===== config.mk =====
export PLATFORM = sky130hd
export DESIGN_NAME = fetch_stage
export DESIGN_NICKNAME = d
export VERILOG_FILES = /design/src/rtl/fetch_stage.sv
export SDC_FILE = /design/constraint.sdc
export NUM_CORES = 1
export LEC_CHECK = 0
export CELL_PAD_IN_SITES_DETAIL_PLACEMENT = 1
export CELL_PAD_IN_SITES_GLOBAL_PLACEMENT = 1
export CORE_MARGIN = 10
export CORE_UTILIZATION = 37
export CTS_BUF_LIST = sky130_fd_sc_hd__clkbuf_4
export CTS_CLUSTER_DIAMETER = 60
export DETAILED_ROUTE_END_ITERATION = 16
export PLACE_DENSITY = 0.74
export SYNTH_ARGS = -nofsm -noshare
export SYNTH_HDL_FRONTEND = slang
export SYNTH_SLANG_ARGS = --single-unit

===== constraint.sdc =====
create_clock -name clk -period 2.9 [get_ports clk]
set_input_delay 0.435 -clock clk [delete_from_list [all_inputs] [get_ports clk]]
set_output_delay 0.435 -clock clk [all_outputs]
set_load 0.05 [all_outputs]

===== src/rtl/fetch_stage.sv =====
// fetch_stage: instruction-fetch stage plus IF/ID pipeline register for the
// 5-stage MIPS pipeline.
//
// Ports:
//   clk, rst_n      - rising-edge clock, asynchronous active-low reset
//   stall, ifflush  - hazard unit controls (hold / squash IF/ID)
//   branch_taken    - ID-stage redirect request, branch_target is the new PC
//   imem_req/addr   - instruction-memory request (valid/ready handshake)
//   imem_ready      - memory accepts the request and returns data this cycle
//   imem_rdata      - fetched instruction, valid on imem_req && imem_ready
//   if_id_instr     - instruction handed to decode (0 = NOP bubble)
//   if_id_pc4       - PC+4 of that instruction
//   if_id_valid     - IF/ID holds a real instruction
module fetch_stage #(
    parameter int ADDR_W = 32,
    parameter int DATA_W = 32,
    parameter logic [ADDR_W-1:0] RESET_PC = '0
) (
    input  logic              clk,
    input  logic              rst_n,
    input  logic              stall,
    input  logic              ifflush,
    input  logic              branch_taken,
    input  logic [ADDR_W-1:0] branch_target,
    output logic              imem_req,
    output logic [ADDR_W-1:0] imem_addr,
    input  logic              imem_ready,
    input  logic [DATA_W-1:0] imem_rdata,
    output logic [DATA_W-1:0] if_id_instr,
    output logic [ADDR_W-1:0] if_id_pc4,
    output logic              if_id_valid
);

    // IDLE: first cycle after reset, FETCH: normal request, KILL: waiting to
    // retire an abandoned request whose data must be dropped, HOLD: one
    // fetched instruction parked in the buffer while the pipeline is stalled.
    typedef enum logic [1:0] {IDLE, FETCH, KILL, HOLD} state_t;

    state_t            state, state_next;
    logic [ADDR_W-1:0] pc, pc_next;
    logic [ADDR_W-1:0] req_addr, req_next;
    logic [DATA_W-1:0] buf_instr;
    logic [ADDR_W-1:0] buf_pc4;
    logic              buf_we;
    logic              load_ifid;
    logic [DATA_W-1:0] load_instr;
    logic [ADDR_W-1:0] load_pc4;

    logic              xfer;
    logic [ADDR_W-1:0] target;
    logic [ADDR_W-1:0] pc_plus4;
    logic [ADDR_W-1:0] req_plus4;
    logic              unused_target_bits;

    assign xfer               = imem_req & imem_ready;
    assign target             = {branch_target[ADDR_W-1:2], 2'b00};
    assign pc_plus4           = pc + ADDR_W'(4);
    assign req_plus4          = req_addr + ADDR_W'(4);
    assign unused_target_bits = ^branch_target[1:0];
    assign imem_addr          = req_addr;

    always_ff @(posedge clk or negedge rst_n) begin
        if (!rst_n) begin
            state    <= IDLE;
            pc       <= RESET_PC;
            req_addr <= RESET_PC;
        end else begin
            state    <= state_next;
            pc       <= pc_next;
            req_addr <= req_next;
        end
    end

    // Once a request is issued req_addr only moves on a transfer, so the
    // address stays stable while imem_req waits for imem_ready.
    always_comb begin
        state_next = state;
        pc_next    = pc;
        req_next   = req_addr;
        buf_we     = 1'b0;
        load_ifid  = 1'b0;
        load_instr = imem_rdata;
        load_pc4   = req_plus4;
        imem_req   = 1'b0;
        case (state)
            IDLE: begin
                state_next = FETCH;
                req_next   = pc;
            end
            FETCH: begin
                imem_req = 1'b1;
                if (xfer) begin
                    if (branch_taken) begin
                        pc_next  = target;
                        req_next = target;
                    end else if (stall) begin
                        buf_we     = 1'b1;
                        state_next = HOLD;
                    end else begin
                        load_ifid = 1'b1;
                        pc_next   = pc_plus4;
                        req_next  = pc_plus4;
                    end
                end else if (branch_taken) begin
                    // The in-flight request cannot be withdrawn; remember the
                    // redirect and drop its data when it completes.
                    pc_next    = target;
                    state_next = KILL;
                end
            end
            KILL: begin
                imem_req = 1'b1;
                if (branch_taken) begin
                    pc_next = target;
                end
                if (xfer) begin
                    req_next   = branch_taken ? target : pc;
                    state_next = FETCH;
                end
            end
            HOLD: begin
                if (branch_taken) begin
                    pc_next    = target;
                    req_next   = target;
                    state_next = FETCH;
                end else if (!stall) begin
                    load_ifid  = 1'b1;
                    load_instr = buf_instr;
                    load_pc4   = buf_pc4;
                    pc_next    = pc_plus4;
                    req_next   = pc_plus4;
                    state_next = FETCH;
                end
            end
            default: state_next = IDLE;
        endcase
    end

    always_ff @(posedge clk or negedge rst_n) begin
        if (!rst_n) begin
            buf_instr <= '0;
            buf_pc4   <= '0;
        end else if (buf_we) begin
            buf_instr <= imem_rdata;
            buf_pc4   <= req_plus4;
        end
    end

    // Flush beats stall beats load; anything else becomes a NOP bubble.
    always_ff @(posedge clk or negedge rst_n) begin
        if (!rst_n) begin
            if_id_instr <= '0;
            if_id_pc4   <= '0;
            if_id_valid <= 1'b0;
        end else if (ifflush) begin
            if_id_instr <= '0;
            if_id_pc4   <= '0;
            if_id_valid <= 1'b0;
        end else if (stall) begin
            if_id_instr <= if_id_instr;
            if_id_pc4   <= if_id_pc4;
            if_id_valid <= if_id_valid;
        end else if (load_ifid) begin
            if_id_instr <= load_instr;
            if_id_pc4   <= load_pc4;
            if_id_valid <= 1'b1;
        end else begin
            if_id_instr <= '0;
            if_id_pc4   <= '0;
            if_id_valid <= 1'b0;
        end
    end

endmodule


# Yosys cells after proc, flatten, opt, wreduce, memory -nomap -nowiden
# Cells that the tools add are included.
[classes]
n_eq_ne = 10
bitwise_logic = 1
n_reduce_logical = 5
mux = 40
addsub = 2
[ops]
columns = ["operator", "count"]
rows = [
  ["$mux 32", 18],
  ["$pmux 32 s4", 1],
  ["$pmux 32 s3", 1],
  ["$add 32x3->32 const B", 2],
  ["$mux 2", 7],
  ["$ne 3x3->1 const B", 4],
  ["$mux 1", 11],
  ["$pmux 2 s4", 1],
  ["$reduce_and 5->1", 1],
  ["$eq 2x2->1 const B", 2],
  ["$ne 2x2->1 const B", 2],
  ["$reduce_bool 3->1", 1],
  ["$eq 2x1->1 const B", 1],
  ["$logic_not 2->1", 1],
  ["$ne 2x1->1 const B", 1],
  ["$pmux 1 s2", 1],
  ["$reduce_and 2->1", 1],
  ["$reduce_or 2->1", 1],
  ["$and 1x1->1", 1],
]
[word_totals]
regBits = 195
word_cells = 66
in_bits = 70
out_inout_bits = 98

# Logic depth before layout (Yosys ltp)
# Gate-level depths: netlist (run 1).
[depth]
depth_word = 9
depth_mapped = 9
mapped_depth_nobuf = 7

# Least setup slack after synthesis (run 1)
# OpenSTA, ideal clock, no wires.
[synth_path]
path_type = "register to register"
start = "register state[0]"
end = "register buf_instr[10]"
path_stages_with_launch = 7
setup_slack_ns = 0.564
n_path_buf = 1
required_ns = 2.775
t_arrival_ns = 2.212
setup_time_ns = 0.125
period_less_slack_ns = 2.336
path_cell_list = "dfrtp_1 -> inv_1 -> ha_1 -> nand3_1 -> nor2_2 -> buf_2 -> mux2_2"
[synth_via]
elab_chain_cells = 6
word_cells_on_any_way = 7
cone_classes = "eq/ne (2); mux (3); bitwise (1); reduce/logical (1)"
[synth_lines]
columns = ["element", "line_no", "source"]
rows = [
  ["start: declaration", "39", "state_t state, state_next;"],
  ["start signal: assignment", "68", "state <= state_next;"],
  ["$eq 2x2->1 or $eq 2x1->1 (tied branches)", "85", "case (state)"],
  ["$reduce_or 2->1 (no line) (*)", "--", ""],
  ["$mux 1 (*)", "85", ""],
  ["named net imem_req", "25", "output logic imem_req,"],
  ["$and 1x1->1 (*)", "55", "assign xfer = imem_req & imem_ready;"],
  ["$mux 1 (*)", "92", "if (xfer) begin"],
  ["$mux 1 (*)", "85", ""],
  ["end signal: assignment", "144", "buf_instr <= imem_rdata;"],
  ["end: declaration", "42", "logic [DATA_W-1:0] buf_instr;"],
]
# The timed path passes the listed nets; every way through them passes the cells marked *.
# A chain may end at the register's enable or synchronous reset.

# Final worst setup path (run 1)
[layout_path]
start = "register state[1]"
end = "output port imem_req"
[layout_via]
elab_chain_cells = 3
word_cells_on_any_way = 4
cone_classes = "eq/ne (2); mux (1); reduce/logical (1)"
[layout_lines]
columns = ["element", "line_no"]
rows = [
  ["$eq 2x2->1 or $eq 2x1->1 (tied branches)", "85"],
  ["$reduce_or 2->1 (no line) (*)", "--"],
  ["$mux 1 (*)", "85"],
  ["end: declaration", "25"],
]
# Every way passes the cells marked *; elsewhere a longest branch is shown, timed or not.

==> out/results.ini, run 1 <==
[die]
io_pins = 168
die-area_um2 = 37700
placementRows = 63
die_width_um = 194
initial_core_util_pct = 37.6
die_h_um = 194
core-area_um2 = 29800

[setup_path]
cp-end-kind = primary output
crit_fanout = 8
cp_num_buf_inv = 2
crit_family = buffers and inverters
cp_cell_sequence = inv_1, ha_1, dlygate4sd2_1
start_kind = flop
worstPathRequired_ns = 2.47
cp.arrival_ns = 2.23
slowest_delay_ns = 0.62
crit_path_top_delay_cell = dlygate4sd2_1
crit_type = reg -> out

[power_and_ir_drop]
power.total_mw = 13.3
ir_drop_v = 0.000324
leakagePower_nw = 5.49
combPwrFrac_pct = 51.7
switching_power_mw = 6.50
p_int_mw = 6.76
power.density_nw_per_um2 = 968
seq_power_share_pct = 36.6
swShare_pct = 49.0
pwr-share-clk_pct = 11.7

[logic_synthesis]
synth_edf_count = 0
yosysWarnings = 0
ys_seq_elements = 195
synth.area.top_cells = dfrtp_1, a21oi_1, mux2i_1
syn_nets = 1295
synth.distinct_cells = 80
synth_top_area_share_pct = 43.5
netlist_instances = 1218
synth_area_um2 = 11200
syn_area_per_cell_um2 = 9.21
ys_seq_area_share_pct = 43.5
synth_area_leader_cell = dfrtp_1
synthArstFlopShare_pct = 100
synth_top_flop_cell = dfrtp_1

[placement]
dp_cells = 1719
hpwl_mm = 28.6
gp_congestion = 0.902
place_worst_setup_slack_ns = 0.405
dpl-instance-area_um2 = 13400
portBuffers = 165

[final_layout]
finish.cell_count_without_fillers = 1753
fill_cells = 3402
area.growth.synth_to_final_pct = 22.2
multi_input_area_um2 = 5760
nets = 1426
register_area_um2 = 4880
drive_above_1_share_pct = 12.3
utilization_pct = 46.0
stdcell_area_um2 = 13700

[timing]
period_share_pct = 92.0
max_slew_margin_pct = 52.6
rsz0062_at_grt = no
finalWorstSetupSlack_ns = 0.232
setup_viol = 0
slew_viol_final = 0
worstMarginPinSlew_ns = 0.710
holdWs_ns = 0.368
fin_setup_tns_ns = 0
max_freq_mhz = 375
post-route-min-period_ns = 2.67
fin_skew_ns = 0.0308
finalHoldViolations = 0

[drt]
vias = 10100
drt_iter0_drc = 733
ant_nets = 0
drcViolationCount = 0
drtPass1Iterations = 5
drt_wl_total_mm = 39.2
routed_via_density = 5.78
wl_per_cell_um = 22.3

[hold_path]
holdCritPathClass = in -> reg

[cts]
clock_sinks = 195
cts_tree = yes
h-tree-depth = 4
insertion_delay_ns = 0.60
cts_root_buf = clkbuf_4
path_clk_slew_ns = 0.18
cts_max_path_buffers = 2
cts-buffers-inserted = 17

[grt]
grt_usage_pct = 20.2
grt_pass1_wl_mm = 62.0
gr-total-overflow = 0
antenna_found_initial = 1
grt_pass1_vias = 10500
grt_start_max_net_pins = 75

[run]
maxCapViolations = 0

[run_status]
status = complete, no violations

-- registers in the layout, summed over array words and instances, names as in the netlist --
name	flops
buf_instr	32
buf_pc4	32
if_id_instr	32
if_id_pc4	32
if_id_valid	1
imem_addr	32
pc	32
state	2
-- cell type report --
type	count	share of cell area, %
repair buffers	224	16.1
flip-flops and latches	195	35.6
inverters	20	0.548
diodes	1	0.0183
multi-input cells	891	42.0
well taps	390	3.56
clock buffers	17	0.931
clock inverters	15	1.19
-- cell usage in the layout, fill, tap and decap left out, drive strengths merged, types with 12 or more instances in the layout --
cell type        n
dfrtp          195
clkdlybuf4s50  162
nor2           115
a21oi          108
o21ai          104
nand2          102
buf             59
mux2i           50
mux2            41
nor3            34
inv             28
nand3           25
nand4           22
xnor2           20
a22oi           18
clkbuf          18
o31ai           16
o22ai           15
and3            14
a221oi          13
xor2            12
-- synth_stat cells, types with 9 or more instances --
master and instances:
a21oi_1 108, a221oi_1 13, a22oi_1 18, a31oi_1 9, and3_1 14, buf_2 36, buf_4 9, clkbuf_1 55
dfrtp_1 195, inv_1 19, mux2_2 41, mux2i_1 50, nand2_1 102, nand2b_1 10, nand3_1 24, nand4_1 15
nor2_1 113, nor3_1 31, o211ai_1 9, o21ai_0 100, o221ai_1 10, o22ai_1 15, o31ai_1 16, o32a_1 9
xnor2_1 20, xor2_1 12
-- timing repair --
item                       in CTS  in global routing
hold endpoints to repair       70                  0
buffers inserted                0                  0
hold buffers                    1                  0
setup endpoints to repair       1                  0
gates resized for setup         1                  0
-- tightest hold or removal path: stages --
cell and delay [ns]:
buf_2 0.24, a21oi_1 0.17, o22ai_1 0.07
-- power by group through the flow --
stage / Combinational, mW / Clock [mW] / Sequential [mW]
after global routing: 7.40 / 1.70 / 5.02
after detailed placement: 6.82 / 0 / 4.91
after CTS: 6.86 / 1.61 / 4.84
final: 6.85 / 1.55 / 4.86
after global placement: 6.69 / 0 / 4.83
after floorplan: 3.81 / 0 / 5.36
-- layer usage --
layer,vias to the layer above,wire length [um],global-route usage (%)
met2,310,18400,32.6
li1,4707,-,-
met1,5087,17900,27.3
met5,-,0,0
met4,0,608,5.57
met3,33,2240,3.54
-- worst paths after layout --
path | end | slack, ns | cells after the start | start
max | imem_req | 0.23 | 3 | state[1]
min | imem_addr[30] | 0.37 | 3 | branch_taken
max reg2reg | imem_addr[24] | 0.36 | 9 | state[0]
min reg2reg | if_id_instr[6] | 0.51 | 2 | if_id_instr[6]
max in group asynchronous | pc[23] | 1.62 | 3 | rst_n
min in group asynchronous | buf_instr[5] | 0.38 | 2 | rst_n
-- cell families after synthesis --
kind of cell	Yosys count	share of synthesized area, %
AOI/OAI and AO/OA	382	21.9
xor gates and xnor gates	32	2.50
adders and majority gates	7	0.781
buffers and inverters	132	5.29
DFF	195	43.5
muxes	91	8.58
and+or+nand+nor	379	17.5
No activity file was read; power rests on OpenSTA's default activity.
==> run 2, diff against run 1 <==
- CORE_ASPECT_RATIO: not set -> 0.8
- CORE_UTILIZATION: 37 -> 43
- PLACE_DENSITY: 0.74 -> 0.84
==> run 2 against run 1 <==
Compared with the run above: flip-flop and latch count did not move; clock skew fell by 0.012 ns; non-clock buffer count fell by 5; utilization rose by 7.2 points; die area fell by 12%; clock power rose by 6%; worst hold slack improved by 0.016 ns; first-iteration DRC count rose by 4.2%.
==> out/results.ini, run 2 (synthesis results as in run 1) <==
[die]
io_pins = 168  ; unchanged
die_h_um = 164  ; -15%
core-area_um2 = 25500  ; -14%
placementRows = 52  ; -17%
die-area_um2 = 33000  ; -12%
initial_core_util_pct = 44.0  ; +6.3 points
die_width_um = 201  ; +3.3%

[timing]
fin_skew_ns = 0.0190  ; -0.0118 ns
rsz0062_at_grt = no
slew_viol_final = 0  ; unchanged
holdWs_ns = 0.384  ; +0.0164 ns
setup_viol = 0  ; unchanged
worstMarginPinSlew_ns = 0.875  ; +0.164 ns
max_slew_margin_pct = 41.7  ; -11 points
post-route-min-period_ns = 2.63  ; -0.0408 ns
max_freq_mhz = 381  ; +1.6%
finalHoldViolations = 0  ; unchanged
period_share_pct = 90.6  ; -1.4 points
fin_setup_tns_ns = 0  ; unchanged

[final_layout]
layout_common_cells = dfrtp_1, clkdlybuf4s50_1, nor2_1, a21oi_1, nand2_1
mostFrequentLayoutCell = dfrtp_1
drive_above_1_share_pct = 11.9  ; -0.47 points
nets = 1421  ; -0.35%
area.growth.synth_to_final_pct = 21.0

[power_and_ir_drop]
p_int_mw = 6.84  ; +1.2%
swShare_pct = 48.6  ; -0.37 points
power.density_nw_per_um2 = 982  ; +1.4%
pwr-share-clk_pct = 12.4  ; +0.7 points
ir_drop_v = 0.000816  ; +150%
leakagePower_nw = 5.46  ; -0.69%
switching_power_mw = 6.48  ; -0.31%
combPwrFrac_pct = 51.0  ; -0.7 points
seq_power_share_pct = 36.6  ; about the same

[drt]
wl_per_cell_um = 23.7  ; +5.9%
drt_wl_total_mm = 40.4  ; +3.2%
routed_via_density = 6.18  ; +6.8%
drt_iter0_drc = 764  ; +4.2%
drcViolationCount = 0  ; unchanged
vias = 10600  ; +4.2%
drtPass1Iterations = 5  ; unchanged
ant_nets = 0  ; unchanged

[grt]
antenna_found_initial = 1  ; unchanged
grt_pass1_wl_mm = 63.6  ; +2.6%
grt_pass1_vias = 10900  ; +3.4%
grt_usage_pct = 24.2  ; +4.0 points
gr-total-overflow = 0  ; unchanged
grt_start_max_net_pins = 74  ; -1.3%

[setup_path]
worstPathRequired_ns = 2.47  ; about the same
crit_type = reg -> out
cp_cell_sequence = inv_1, ha_1, buf_4, dlygate4sd2_1
crit_path_top_delay_cell = dlygate4sd2_1
crit_fanout = 7  ; -1
crit_family = buffers and inverters
cp.arrival_ns = 2.19  ; -0.04 ns
cp_num_buf_inv = 3  ; +1
start_kind = flop
cp-end-kind = primary output
slowest_delay_ns = 0.54  ; -0.08 ns

[run]
maxCapViolations = 0  ; unchanged

[hold_path]
holdCritPathClass = in -> async

[run_status]
status = complete, no violations

[cts]
cts_tree = yes
insertion_delay_ns = 0.63  ; +0.03 ns
path_clk_slew_ns = 0.16  ; -0.02 ns
post_cts_buffers = 0  ; unchanged
h-tree-depth = 4  ; unchanged
cts-buffers-inserted = 17  ; unchanged
clock_sinks = 195  ; unchanged
cts_max_path_buffers = 2  ; unchanged
cts_root_buf = clkbuf_4

[placement]
hpwl_mm = 29.1  ; +1.8%
portBuffers = 165  ; unchanged
gp_congestion = 0.938  ; +4.0%

run 2: final cells by class:
type                    count  area (um^2)
repair buffers            219         2110
clock buffers              20          150
inverters                  20         75.1
clock inverters            12          153
diodes                      1         2.50
flip-flops and latches    195         4880
multi-input cells         891         5760
fillers                  2955        11900
well taps                 351          439
run 2: power groups by stage:
stage	sequential, mW	clock (mW)	combinational (mW)
final	4.88	1.65	6.79
after global routing	5.04	1.79	7.32
after CTS	4.85	1.68	6.75
after detailed placement	4.91	0	6.73
after global placement	4.82	0	6.52
after floorplan	5.36	0	3.81
run 2: worst reg2reg max path, stage by stage (launching register included):
cell and delay [ns]:
dfrtp_1 0.43, inv_1 0.12, ha_1 0.22, buf_4 0.19, buf_4 0.22, or3_1 0.54
a21oi_1 0.24, o21ai_0 0.10, o21ai_0 0.17, o21ai_0 0.15
run 2: path summary, 6_finish.rpt:
kind	start	to	slack, ns	cells past startpoint
max	state[0]	imem_req	0.27	4
min	rst_n	pc[4]	0.38	2
max reg2reg	state[0]	imem_addr[3]	0.40	9
min reg2reg	if_id_instr[12]	if_id_instr[12]	0.50	2
max in group asynchronous	rst_n	if_id_instr[5]	1.61	3
min in group clk	imem_rdata[18]	buf_instr[18]	0.43	2
run 2: metrics by stage:
step                      setup WS [ns]  cells  power [mW]  utilization (%)  cell area [um^2]
final                             0.273   1709        13.3             53.2             13600
after global routing              0.156   1709        14.2             53.2             13600
after CTS                         0.243   1708        13.3             53.2             13600
after detailed placement          0.281   1675        11.6             52.0             13300
after global placement            0.347   1675        11.3             52.0             13300
after floorplan                   0.564   1218        9.17                -             11200
run 2: per-layer routing:
metal	up-vias	wire length, um	global-route usage (%)
met3	61	2660	4.70
li1	4694	-	-
met5	-	0	0
met4	0	898	7.15
met1	5404	18100	33.0
met2	400	18800	38.4
run 2: repair_timing:
action | CTS | global route
endpoints found under the hold margin | 69 | 0
endpoints found under the setup margin | 1 | 0
hold buffers | 1 | 0
resized for setup | 1 | 0
==> patch: new RTL, flow settings as in run 1 <==
Set the parameter `DATA_W` to 48 (it was 32).
--- a/src/rtl/fetch_stage.sv
+++ b/src/rtl/fetch_stage.sv
@@ -13,7 +13,7 @@
 //   if_id_valid     - IF/ID holds a real instruction
 module fetch_stage #(
     parameter int ADDR_W = 32,
-    parameter int DATA_W = 32,
+    parameter int DATA_W = 48,
     parameter logic [ADDR_W-1:0] RESET_PC = '0
 ) (
     input  logic              clk,
Ports: changed (resized if_id_instr and imem_rdata); port bits go from 168 to 200. No check against the original RTL was run, so the function may have changed too.
==> patch against run 1 <==
  * Cell area increased by 15%
  * Synthesized cell count up 5.3%
  * Sequential cell count is 32 higher
  * Total power grew 18%
  * Count of clock-buffer cells in the layout rose by 79
  * Setup slack improved by 0.020 ns
  * Clock skew rose by 0.040 ns
  * Area after synthesis is 8.9% higher
  * Combinational power hardly changed
  * Sequential share of layout area is 0.58 points higher
  * Wire length increased by 14%
  * Worst hold slack got worse by 0.098 ns
  * Critical endpoint unchanged
  * Largest cell class unchanged
  * Highest routed layer is now met5
==> patch: results <==
group,metric,value,unit
route,top_layer,"met5",
clock_tree,cts_made_buffers,67,
global_route,track_usage,0.213,
pwr,swShare,0.451,
sta,finalCritPeriodShare,0.913,
placed_design,pre_cts_ws,0.220,ns
clock_tree,clk_latency,0.67,ns
route,drt_iter0_markers,915,
global_route,antenna_found_initial,4,
worst_setup_path,r2r_end,"imem_addr[29]",
final_layout,stdcell_count,1978,
pwr,combPwrFrac,0.441,
pwr,p_int,8.56,mW
route,met3WireLength,3.00,mm
final_layout,final_layout_size_suffix_gt1_frac,0.154,
placed_design,io_buffers,197,
final_layout,layout.nets,1584,
synth,ys_top_cells_by_count,"dfrtp_1, o21ai_0, nor2_1",
worst_setup_path,r2r-start,"state[1]",
sta,finClkSkew,0.0705,ns
status,outcome,"finished, final reports clean",
sta,worst_pin_slew,0.898,ns
worst_setup_path,max_stage_delay,0.65,ns
route,wl_met1,19.4,mm
global_route,grt_pass1_wl,69.6,mm
global_route,grt_pass1_vias,11700,
synth,yosysSeqAreaShare,0.465,
## patch: cell count changes after synthesis, moves of 10 or more
cell      change
nand4_1      +12
dfrtp_1      +32
o21ai_0      +13
buf_2        -11
a21oi_1      -27
clkbuf_1     +26
mux2_2       +13
a22oi_1      +10
mux2i_1      +27
## patch: final cells by class
| class | count | area, um2 |
|---|---|---|
| Clock buffer | 96 | 721 |
| Timing Repair Buffer | 256 | 2520 |
| Fill cell | 3738 | 16800 |
| Clock inverter | 16 | 133 |
| Tap cell | 442 | 553 |
| Inverter | 19 | 71.3 |
| Multi-Input combinational cell | 920 | 6020 |
| Sequential cell | 227 | 5680 |
| Antenna cell | 2 | 5.00 |
## patch: critical path, delay by kind of cell, from the launching register on
family / cells / cell delay, ns
buf+inv: 2 / 0.75
fa+ha+maj: 1 / 0.39
flops: 1 / 0.41
